File: src/rtl/clk_gen_pkg.sv
// Shared types, constants and config clamping helpers for the clock-waveform generator.
package clk_gen_pkg;

  typedef enum logic [1:0] {
    IDLE = 2'd0,
    RUN  = 2'd1,
    STOP = 2'd2,
    DONE = 2'd3
  } state_e;

  localparam int unsigned DIV_MIN = 2;

  // Shortest legal period: one high and one low clk cycle.
  function automatic int unsigned clamp_div(input int unsigned div);
    int unsigned r;
    r = (div < DIV_MIN) ? DIV_MIN : div;
    return r;
  endfunction

  // High phase must leave at least one low cycle in the period.
  function automatic int unsigned clamp_high(input int unsigned high, input int unsigned div_l);
    int unsigned r;
    if (high < 1) begin
      r = 1;
    end else if (high > div_l - 1) begin
      r = div_l - 1;
    end else begin
      r = high;
    end
    return r;
  endfunction

endpackage

File: src/rtl/clk_phase_ctr.sv
// Phase counter for one output period: wraps at div_l-1 and predicts the next
// clk_out level and edge strobes from the next phase value.
module clk_phase_ctr #(
  parameter int unsigned DIV_W = 8
) (
  input  logic             clk,
  input  logic             rst_n,
  input  logic             clear_i,
  input  logic             adv_i,
  input  logic [DIV_W-1:0] div_l_i,
  input  logic [DIV_W-1:0] high_l_i,
  output logic             clk_out_next_c,
  output logic             rise_next_c,
  output logic             fall_next_c,
  output logic             wrap_c
);

  logic [DIV_W-1:0] ph_q, ph_d, ph_nxt;

  always_comb begin
    wrap_c         = (ph_q == div_l_i - DIV_W'(1));
    ph_nxt         = wrap_c ? '0 : ph_q + DIV_W'(1);
    clk_out_next_c = (ph_nxt < high_l_i);
    rise_next_c    = (ph_nxt == '0);
    fall_next_c    = (ph_nxt == high_l_i);
    ph_d           = ph_q;
    if (clear_i) begin
      ph_d = '0;
    end else if (adv_i) begin
      ph_d = ph_nxt;
    end
  end

  always_ff @(posedge clk or negedge rst_n) begin
    if (!rst_n) begin
      ph_q <= '0;
    end else begin
      ph_q <= ph_d;
    end
  end

endmodule

File: src/rtl/clk_div_gen.sv
// Programmable divided clock generator with duty control, cycle counting and
// optional bounded run length.
module clk_div_gen
  import clk_gen_pkg::*;
#(
  parameter int unsigned DIV_W = 8,
  parameter int unsigned CNT_W = 16
) (
  input  logic             clk,
  input  logic             rst_n,
  input  logic             en,
  input  logic [DIV_W-1:0] div,
  input  logic [DIV_W-1:0] high_cnt,
  input  logic [CNT_W-1:0] num_cycles,
  output logic             clk_out,
  output logic             rise_pulse,
  output logic             fall_pulse,
  output logic [CNT_W-1:0] cycle_cnt,
  output logic             busy,
  output logic             done
);

  state_e           state_q, state_d;
  logic [DIV_W-1:0] div_l_q, div_l_d, high_l_q, high_l_d;
  logic [DIV_W-1:0] div_c, high_c;
  logic [CNT_W-1:0] num_l_q, num_l_d, cnt_q, cnt_d, cnt_inc;
  logic             clk_q, clk_d, rise_q, rise_d, fall_q, fall_d;
  logic             busy_q, busy_d, done_q, done_d;
  logic             ph_clear, ph_adv;
  logic             co_nxt, rise_nxt, fall_nxt, wrap;
  logic             limit_hit;

  clk_phase_ctr #(
    .DIV_W(DIV_W)
  ) u_phase (
    .clk           (clk),
    .rst_n         (rst_n),
    .clear_i       (ph_clear),
    .adv_i         (ph_adv),
    .div_l_i       (div_l_q),
    .high_l_i      (high_l_q),
    .clk_out_next_c(co_nxt),
    .rise_next_c   (rise_nxt),
    .fall_next_c   (fall_nxt),
    .wrap_c        (wrap)
  );

  always_comb begin
    div_c     = DIV_W'(clamp_div(32'(div)));
    high_c    = DIV_W'(clamp_high(32'(high_cnt), 32'(div_c)));
    cnt_inc   = (cnt_q == '1) ? cnt_q : cnt_q + CNT_W'(1);
    limit_hit = (num_l_q != '0) && (cnt_inc == num_l_q);
  end

  // Next state and next output register values.
  always_comb begin
    state_d  = state_q;
    div_l_d  = div_l_q;
    high_l_d = high_l_q;
    num_l_d  = num_l_q;
    cnt_d    = cnt_q;
    clk_d    = clk_q;
    rise_d   = 1'b0;
    fall_d   = 1'b0;
    busy_d   = busy_q;
    done_d   = done_q;
    ph_clear = 1'b0;
    ph_adv   = 1'b0;

    case (state_q)
      IDLE: begin
        ph_clear = 1'b1;
        clk_d    = 1'b0;
        busy_d   = 1'b0;
        done_d   = 1'b0;
        if (en) begin
          div_l_d  = div_c;
          high_l_d = high_c;
          num_l_d  = num_cycles;
          cnt_d    = '0;
          clk_d    = 1'b1;
          rise_d   = 1'b1;
          busy_d   = 1'b1;
          state_d  = RUN;
        end
      end

      RUN, STOP: begin
        ph_adv = 1'b1;
        clk_d  = co_nxt;
        rise_d = rise_nxt;
        fall_d = fall_nxt;
        if (state_q == RUN && !en) begin
          state_d = STOP;
        end
        if (wrap) begin
          cnt_d = cnt_inc;
          // Reaching the cycle limit wins over a pending stop.
          if (limit_hit) begin
            state_d  = DONE;
            ph_clear = 1'b1;
            clk_d    = 1'b0;
            rise_d   = 1'b0;
            fall_d   = 1'b0;
            busy_d   = 1'b0;
            done_d   = 1'b1;
          end else if (state_q == STOP) begin
            state_d  = IDLE;
            ph_clear = 1'b1;
            clk_d    = 1'b0;
            rise_d   = 1'b0;
            fall_d   = 1'b0;
            busy_d   = 1'b0;
          end
        end
      end

      DONE: begin
        ph_clear = 1'b1;
        clk_d    = 1'b0;
        busy_d   = 1'b0;
        done_d   = 1'b1;
        if (!en) begin
          done_d  = 1'b0;
          state_d = IDLE;
        end
      end

      default: begin
        state_d = IDLE;
      end
    endcase
  end

  always_ff @(posedge clk or negedge rst_n) begin
    if (!rst_n) begin
      state_q  <= IDLE;
      div_l_q  <= DIV_W'(DIV_MIN);
      high_l_q <= DIV_W'(1);
      num_l_q  <= '0;
      cnt_q    <= '0;
      clk_q    <= 1'b0;
      rise_q   <= 1'b0;
      fall_q   <= 1'b0;
      busy_q   <= 1'b0;
      done_q   <= 1'b0;
    end else begin
      state_q  <= state_d;
      div_l_q  <= div_l_d;
      high_l_q <= high_l_d;
      num_l_q  <= num_l_d;
      cnt_q    <= cnt_d;
      clk_q    <= clk_d;
      rise_q   <= rise_d;
      fall_q   <= fall_d;
      busy_q   <= busy_d;
      done_q   <= done_d;
    end
  end

  assign clk_out    = clk_q;
  assign rise_pulse = rise_q;
  assign fall_pulse = fall_q;
  assign cycle_cnt  = cnt_q;
  assign busy       = busy_q;
  assign done       = done_q;

endmodule

File: config.mk
export PLATFORM = sky130hd
export DESIGN_NAME = clk_div_gen
export DESIGN_NICKNAME = d
export VERILOG_FILES = /design/src/rtl/clk_gen_pkg.sv /design/src/rtl/clk_phase_ctr.sv /design/src/rtl/clk_div_gen.sv
export SDC_FILE = /design/constraint.sdc
export NUM_CORES = 1
export LEC_CHECK = 0
export ABC_CLOCK_PERIOD_IN_PS = 5200
export CAP_MARGIN = 15
export CELL_PAD_IN_SITES_DETAIL_PLACEMENT = 0
export CELL_PAD_IN_SITES_GLOBAL_PLACEMENT = 2
export CORE_ASPECT_RATIO = 0.9
export CORE_UTILIZATION = 35
export DETAILED_ROUTE_END_ITERATION = 7
export PLACE_DENSITY = 0.82
export SYNTH_ARGS = -nofsm -noshare
export SYNTH_HDL_FRONTEND = slang
export SYNTH_SLANG_ARGS = --single-unit
File: constraint.sdc
create_clock -name clk -period 5.2 [get_ports clk]
set_clock_uncertainty 0.15 [all_clocks]
set_input_delay 0.78 -clock clk [delete_from_list [all_inputs] [get_ports clk]]
set_output_delay 0.78 -clock clk [all_outputs]
set_load 0.05 [all_outputs]
==> impl_metrics.py, run 1 <==
metrics = {
    "clocking": {
        "cts_tree": "done",
        "hold_buffers": 0,
        "cts_sinks": 63,
        "insertion_delay_ps": 350,
        "cts_max_level": 3,
        "cts_root_buf": "clkbuf_16",
        "path_clk_slew_ps": 70,
        "post_cts_buffers": 0,
        "numCtsBuffers": 9,
        "postCtsResizedCells": 0,
        "clk_path_buf_depth": 2,
    },
    "finish": {
        "regArea_mm2": 0.00158,
        "area_growth_syn_to_layout_pct": 20.7,
        "multi_input_area_mm2": 0.00285,
        "final_cells": 730,
        "antennaDiodeCount": 0,
        "nNetsFinal": 621,
        "drive_gt1_frac": 0.120,
        "fillers": 1262,
    },
    "global_route": {
        "overflow": 0,
        "grt_pass1_wl_mm": 20.6,
        "gr-usage-met3": 0.0391,
        "use_met1": 0.300,
        "antenna_found_initial": 0,
        "grt_pass1_vias": 3868,
        "grt_max_degree": 46,
        "busiest_layer": "met1",
        "grt.met2_usage": 0.273,
        "track_usage": 0.197,
    },
    "routing": {
        "initialDrtViolationCount": 245,
        "vias": 4034,
        "drc": 0,
        "via_per_inst": 5.53,
        "wire_per_inst_um": 17.3,
        "firstDrtPassIters": 4,
        "ant_nets": 0,
        "drt_wl_total_mm": 12.6,
    },
    "synthesis": {
        "netlist_area_mm2": 0.00464,
        "async_flop_share": 1.00,
        "yosys.area.top_type": "dfrtp_1",
        "synthTopCellsByArea": "dfrtp_1, ha_1, mux2_2",
        "seq_area_frac_synth": 0.340,
        "synth_seq_cells": 63,
        "avgSynthCellArea_um2": 8.99,
        "ys_warn_count": 0,
        "syn-instance-count": 516,
        "ys_types": 67,
        "synth_edf_count": 0,
        "ys.flop_type": "dfrtp_1",
        "synth_nets": 576,
        "synth_top_area_frac": 0.329,
        "yosysMostFrequentCell": "dfrtp_1",
        "netlist_top_cells_count": "dfrtp_1, nand2_1, nor2_1",
    },
    "timing": {
        "drv_slew": 0,
        "fin_tns_setup_ps": 0,
        "fin_ws_ps": 916,
        "max_freq_ghz": 0.233,
        "tightest_slew_ps": 797,
        "min_period_over_period": 0.824,
        "setup_violations": 0,
        "hold_ws_ps": 222,
        "post-route-min-period_ps": 4280,
        "slew_headroom": 0.469,
        "rsz0062_at_grt": "no",
        "hold_viol": 0,
    },
    "placement": {
        "dpl.hpwl_mm": 9.32,
        "place_congestion": 0.798,
        "portBuffers": 55,
        "dpl.cell_count": 714,
        "pre_cts_ws_ps": 629,
    },
    "floorplanning": {
        "die_h_um": 111,
        "die_x_um": 123,
        "core-area_mm2": 0.0128,
        "row_count": 39,
        "io_pins": 56,
        "start_util": 0.362,
        "die_area_mm2": 0.0137,
    },
    "worst_setup_path": {
        "crit_start": "div[6]",
        "max_stage_delay_ps": 490,
        "critPathKind": "input pin to flip-flop",
        "crit_path_top_delay_cell": "o31ai_1",
        "cp.arrival_ps": 4370,
        "path_delay_family": "compound AO/OA/AOI/OAI gates",
        "cp_max_fo": 12,
        "crit_chain": "clkdlybuf4s50_1, nor3_1, nand2_1, o31ai_1, ha_1, nand2_1, nor3_1, xnor2_1, ha_1, a21o_1, a21oi_1, a221oi_1, buf_4, or2_2, a32o_1",
        "crit_buf_inv": 2,
        "critPathRequiredTime_ps": 5280,
        "crit_path_end_kind": "flip-flop",
        "timing.rr.start": "div_l_q[1]",
        "start_kind": "input pin",
    },
    "outcome": {
        "status": "finished clean",
    },
    "flow_run": {
        "maxCapViolCount": 0,
    },
    "pwr": {
        "powerDensity_mw_per_mm2": 537,
        "ir_worst_vdd_mv": 0.221,
        "p_leak_nw": 2.33,
    },
    "min_path": {
        "min_path_type": "input pin to async pin",
    },
}
==> worst paths after layout <==
check,to,slack (ps),cells past startpoint
setup / recovery,high_l_q[4],920,15
hold / removal,cycle_cnt[0],220,1
setup reg to reg,clk_out,1260,14
hold reg to reg,high_l_q[5],350,1
max in group asynchronous,done,3710,2
min in group clk,high_l_q[5],350,1
==> flip-flops by register name (all words and copies together) (netlist names), 2 cells and up <==
| register | count |
|---|---|
| cycle_cnt | 16 |
| num_l_q | 16 |
| div_l_q | 8 |
| state_q | 2 |
| high_l_q | 8 |
| u_phase.ph_q | 8 |
==> where the power goes <==
group	leakage, nW	switching [mW]	internal (mW)
Combinational	1.40	0.829	0.631
Sequential	0.786	0.283	0.680
Clock	0.143	0.243	0.338
Total	2.33	1.36	1.65
==> final cells by class <==
cell class	instances	area share
Clock inverter	6	0.00805
Inverter	25	0.0168
Sequential cell	63	0.282
Multi-Input combinational cell	401	0.508
Clock buffer	10	0.0427
Timing Repair Buffer	61	0.105
Tap cell	164	0.0367
==> routing by layer <==
metal / up-vias / wire (um)
met2: 107 / 5310
met3: 14 / 557
li1: 1974 / -
met1: 1939 / 6550
met4: 0 / 178
met5: - / 0
==> cell families after synthesis <==
group           after synthesis  synth area share
simple gates                193             0.226
fa+ha+maj                    25            0.0674
mux                          30            0.0712
buf+inv                      52            0.0464
xor+xnor                     35            0.0661
flops                        63             0.340
compound gates              118             0.183
==> layout by cell type, fill, tap and decap left out, drive strengths merged, types with 4 or more instances in the layout <==
cell / Yosys / final
ha: 25 / 25
o21a: 6 / 6
mux2i: 6 / 6
xor2: 17 / 17
a21oi: 27 / 27
clkdlybuf4s50: 0 / 54
nand3: 15 / 15
and2: 6 / 6
nand2: 54 / 54
nand2b: 7 / 7
mux2: 24 / 24
a32o: 4 / 4
o31ai: 8 / 8
clkinv: 0 / 5
a31oi: 6 / 6
nand4: 10 / 10
nor2: 41 / 41
clkbuf: 16 / 10
a21o: 7 / 7
a2111oi: 4 / 4
and3: 6 / 6
or2: 6 / 6
xnor2: 18 / 18
nor3: 13 / 13
inv: 25 / 26
a211oi: 6 / 6
dfrtp: 61 / 61
nor4: 11 / 11
buf: 11 / 7
o21ai: 18 / 18
and4: 6 / 6
==> metrics by stage <==
stage          instance area, um^2   util  power (mW)
2_1_floorplan                 4640      -        1.99
6_report                      5600  0.436        3.00
4_1_cts                       5600  0.436        3.02
5_1_grt                       5600  0.436        3.24
3_3_place_gp                  5310  0.414        2.40
3_5_place_dp                  5310  0.414        2.43
Note: power is estimated with default switching activity, not from simulation.
==> run 2: changes to the inputs <==
ABC_CLOCK_PERIOD_IN_PS = 4200   (was 5200)
clock period = 4.2 ns   (was 5.2 ns; I/O delays follow)
==> impl_metrics.py, run 2 (synthesis gave the netlist of run 1 again) <==
metrics = {
    "finish": {
        "multi_input_area_mm2": 0.00285,
        "nNetsFinal": 632,
        "final_cell_mix": "dfrtp_1, nand2_1, clkdlybuf4s50_1",
        "final_common_cell": "dfrtp_1",
        "drive_gt1_frac": 0.137,
        "final_cells": 741,
        "fillers": 1256,
        "area_growth_syn_to_layout_pct": 22.4,
        "antennaDiodeCount": 0,
        "regArea_mm2": 0.00158,
    },
    "placement": {
        "place_congestion": 0.840,
        "portBuffers": 55,
        "pre_cts_ws_ps": 17.4,
        "dpl.hpwl_mm": 9.55,
        "dpl.cell_count": 725,
    },
    "worst_setup_path": {
        "rrSetupSlack_ps": 350,
        "crit_buf_inv": 1,
        "critPathKind": "flip-flop to flip-flop",
        "max_stage_delay_ps": 560,
        "timing.rr.start": "div_l_q[1]",
        "crit_path_top_delay_cell": "dfstp_2",
        "crit_chain": "inv_1, ha_1, xor2_1, nand3_1, a2111oi_1, and2_1, nor2_1, ha_1, a21o_1, a21oi_1, nor2b_1, a2111oi_0, o31ai_1, o31ai_1",
        "cp_max_fo": 8,
        "crit_path_end_kind": "flip-flop",
        "path_delay_family": "compound AO/OA/AOI/OAI gates",
        "critPathRequiredTime_ps": 4300,
        "r2r_cells": 14,
        "cp.arrival_ps": 3950,
        "start_kind": "flip-flop",
        "path_depth": 14,
        "reg2reg_to": "clk_out",
    },
    "routing": {
        "vias": 4063,
        "wire_per_inst_um": 17.1,
        "ant_nets": 0,
        "initialDrtViolationCount": 311,
        "drc": 0,
        "drt_wl_total_mm": 12.7,
        "firstDrtPassIters": 5,
        "via_per_inst": 5.48,
    },
    "pwr": {
        "powerDensity_mw_per_mm2": 663,
        "ir_worst_vdd_mv": 0.239,
        "p_leak_nw": 2.38,
    },
    "floorplanning": {
        "die_area_mm2": 0.0137,
        "io_pins": 56,
        "core-area_mm2": 0.0128,
        "die_x_um": 123,
        "row_count": 39,
        "start_util": 0.362,
        "die_h_um": 111,
    },
    "clocking": {
        "postCtsResizedCells": 0,
        "cts_root_buf": "clkbuf_16",
        "cts_max_level": 3,
        "post_cts_buffers": 0,
        "insertion_delay_ps": 350,
        "path_clk_slew_ps": 60,
        "cts_tree": "done",
        "clk_path_buf_depth": 2,
        "hold_buffers": 0,
        "cts_sinks": 63,
        "numCtsBuffers": 9,
    },
    "timing": {
        "max_freq_ghz": 0.260,
        "rsz0062_at_grt": "no",
        "fin_ws_ps": 347,
        "slew_headroom": 0.346,
        "post-route-min-period_ps": 3850,
        "min_period_over_period": 0.917,
        "drv_slew": 0,
        "hold_viol": 0,
        "setup_violations": 0,
        "tightest_slew_ps": 981,
        "fin_tns_setup_ps": 0,
    },
    "global_route": {
        "grt_max_degree": 44,
        "grt_pass1_wl_mm": 20.7,
        "grt_pass1_vias": 3866,
        "antenna_found_initial": 0,
        "track_usage": 0.198,
        "overflow": 0,
    },
    "flow_run": {
        "maxCapViolCount": 0,
    },
    "min_path": {
        "min_path_type": "input pin to async pin",
    },
    "outcome": {
        "status": "finished clean",
    },
}
-- run 2: changes by cell type in the layout (fill, tap and decap cells not counted) --
| cell | before | now |
|---|---|---|
| clkinv_2 | 2 | 1 |
| clkbuf_8 | 1 | 0 |
| buf_4 | 6 | 17 |
| clkinvlp_4 | 0 | 1 |
| clkinv_4 | 3 | 2 |
| inv_6 | 1 | 3 |
-- run 2: power by group --
group / total [mW] / internal (mW) / switching, mW
sequential: 1.19 / 0.841 / 0.351
clock: 0.721 / 0.406 / 0.314
combinational: 1.85 / 0.808 / 1.04
total: 3.76 / 2.06 / 1.71
-- run 2: per-layer routing --
layer / wire length (um) / global-route usage / vias to the layer above / share of wire
met2: 5300 / 0.278 / 100 / 0.42
met3: 680 / 0.0324 / 9 / 0.054
met1: 6570 / 0.305 / 1951 / 0.52
met5: 0 / 0 / - / 0
met4: 139 / 0.0578 / 0 / 0.011
li1: - / - / 2003 / -
-- run 2: through the flow --
step	area [um^2]	power, mW	utilization	hold WS (ps)
finish	5680	3.76	0.442	307
global route	5680	4.04	0.442	366
CTS	5680	3.79	0.442	337
detailed placement	5400	3.04	0.420	340
global placement	5400	3.00	0.420	330
floorplan	4640	2.46	-	184
-- run 2: final cells by class --
class                      instances  share of cell area
clock buffer                       9              0.0397
tap                              164              0.0361
inverter                          25              0.0165
sequential                        63               0.278
clock inverter                     7             0.00992
multi-input combinational        401               0.501
timing repair buffer              72               0.119
-- run 2: how the worst max path moves through the flow --
stage	start	end	slack, ps
detailed placement	div[6]	high_l_q[5]	20
global route	div_l_q[1]	clk_out	50
global placement	div[6]	high_l_q[4]	130
floorplan	div_l_q[1]	clk_out	470
finish	div_l_q[1]	clk_out	350
CTS	div_l_q[1]	clk_out	350
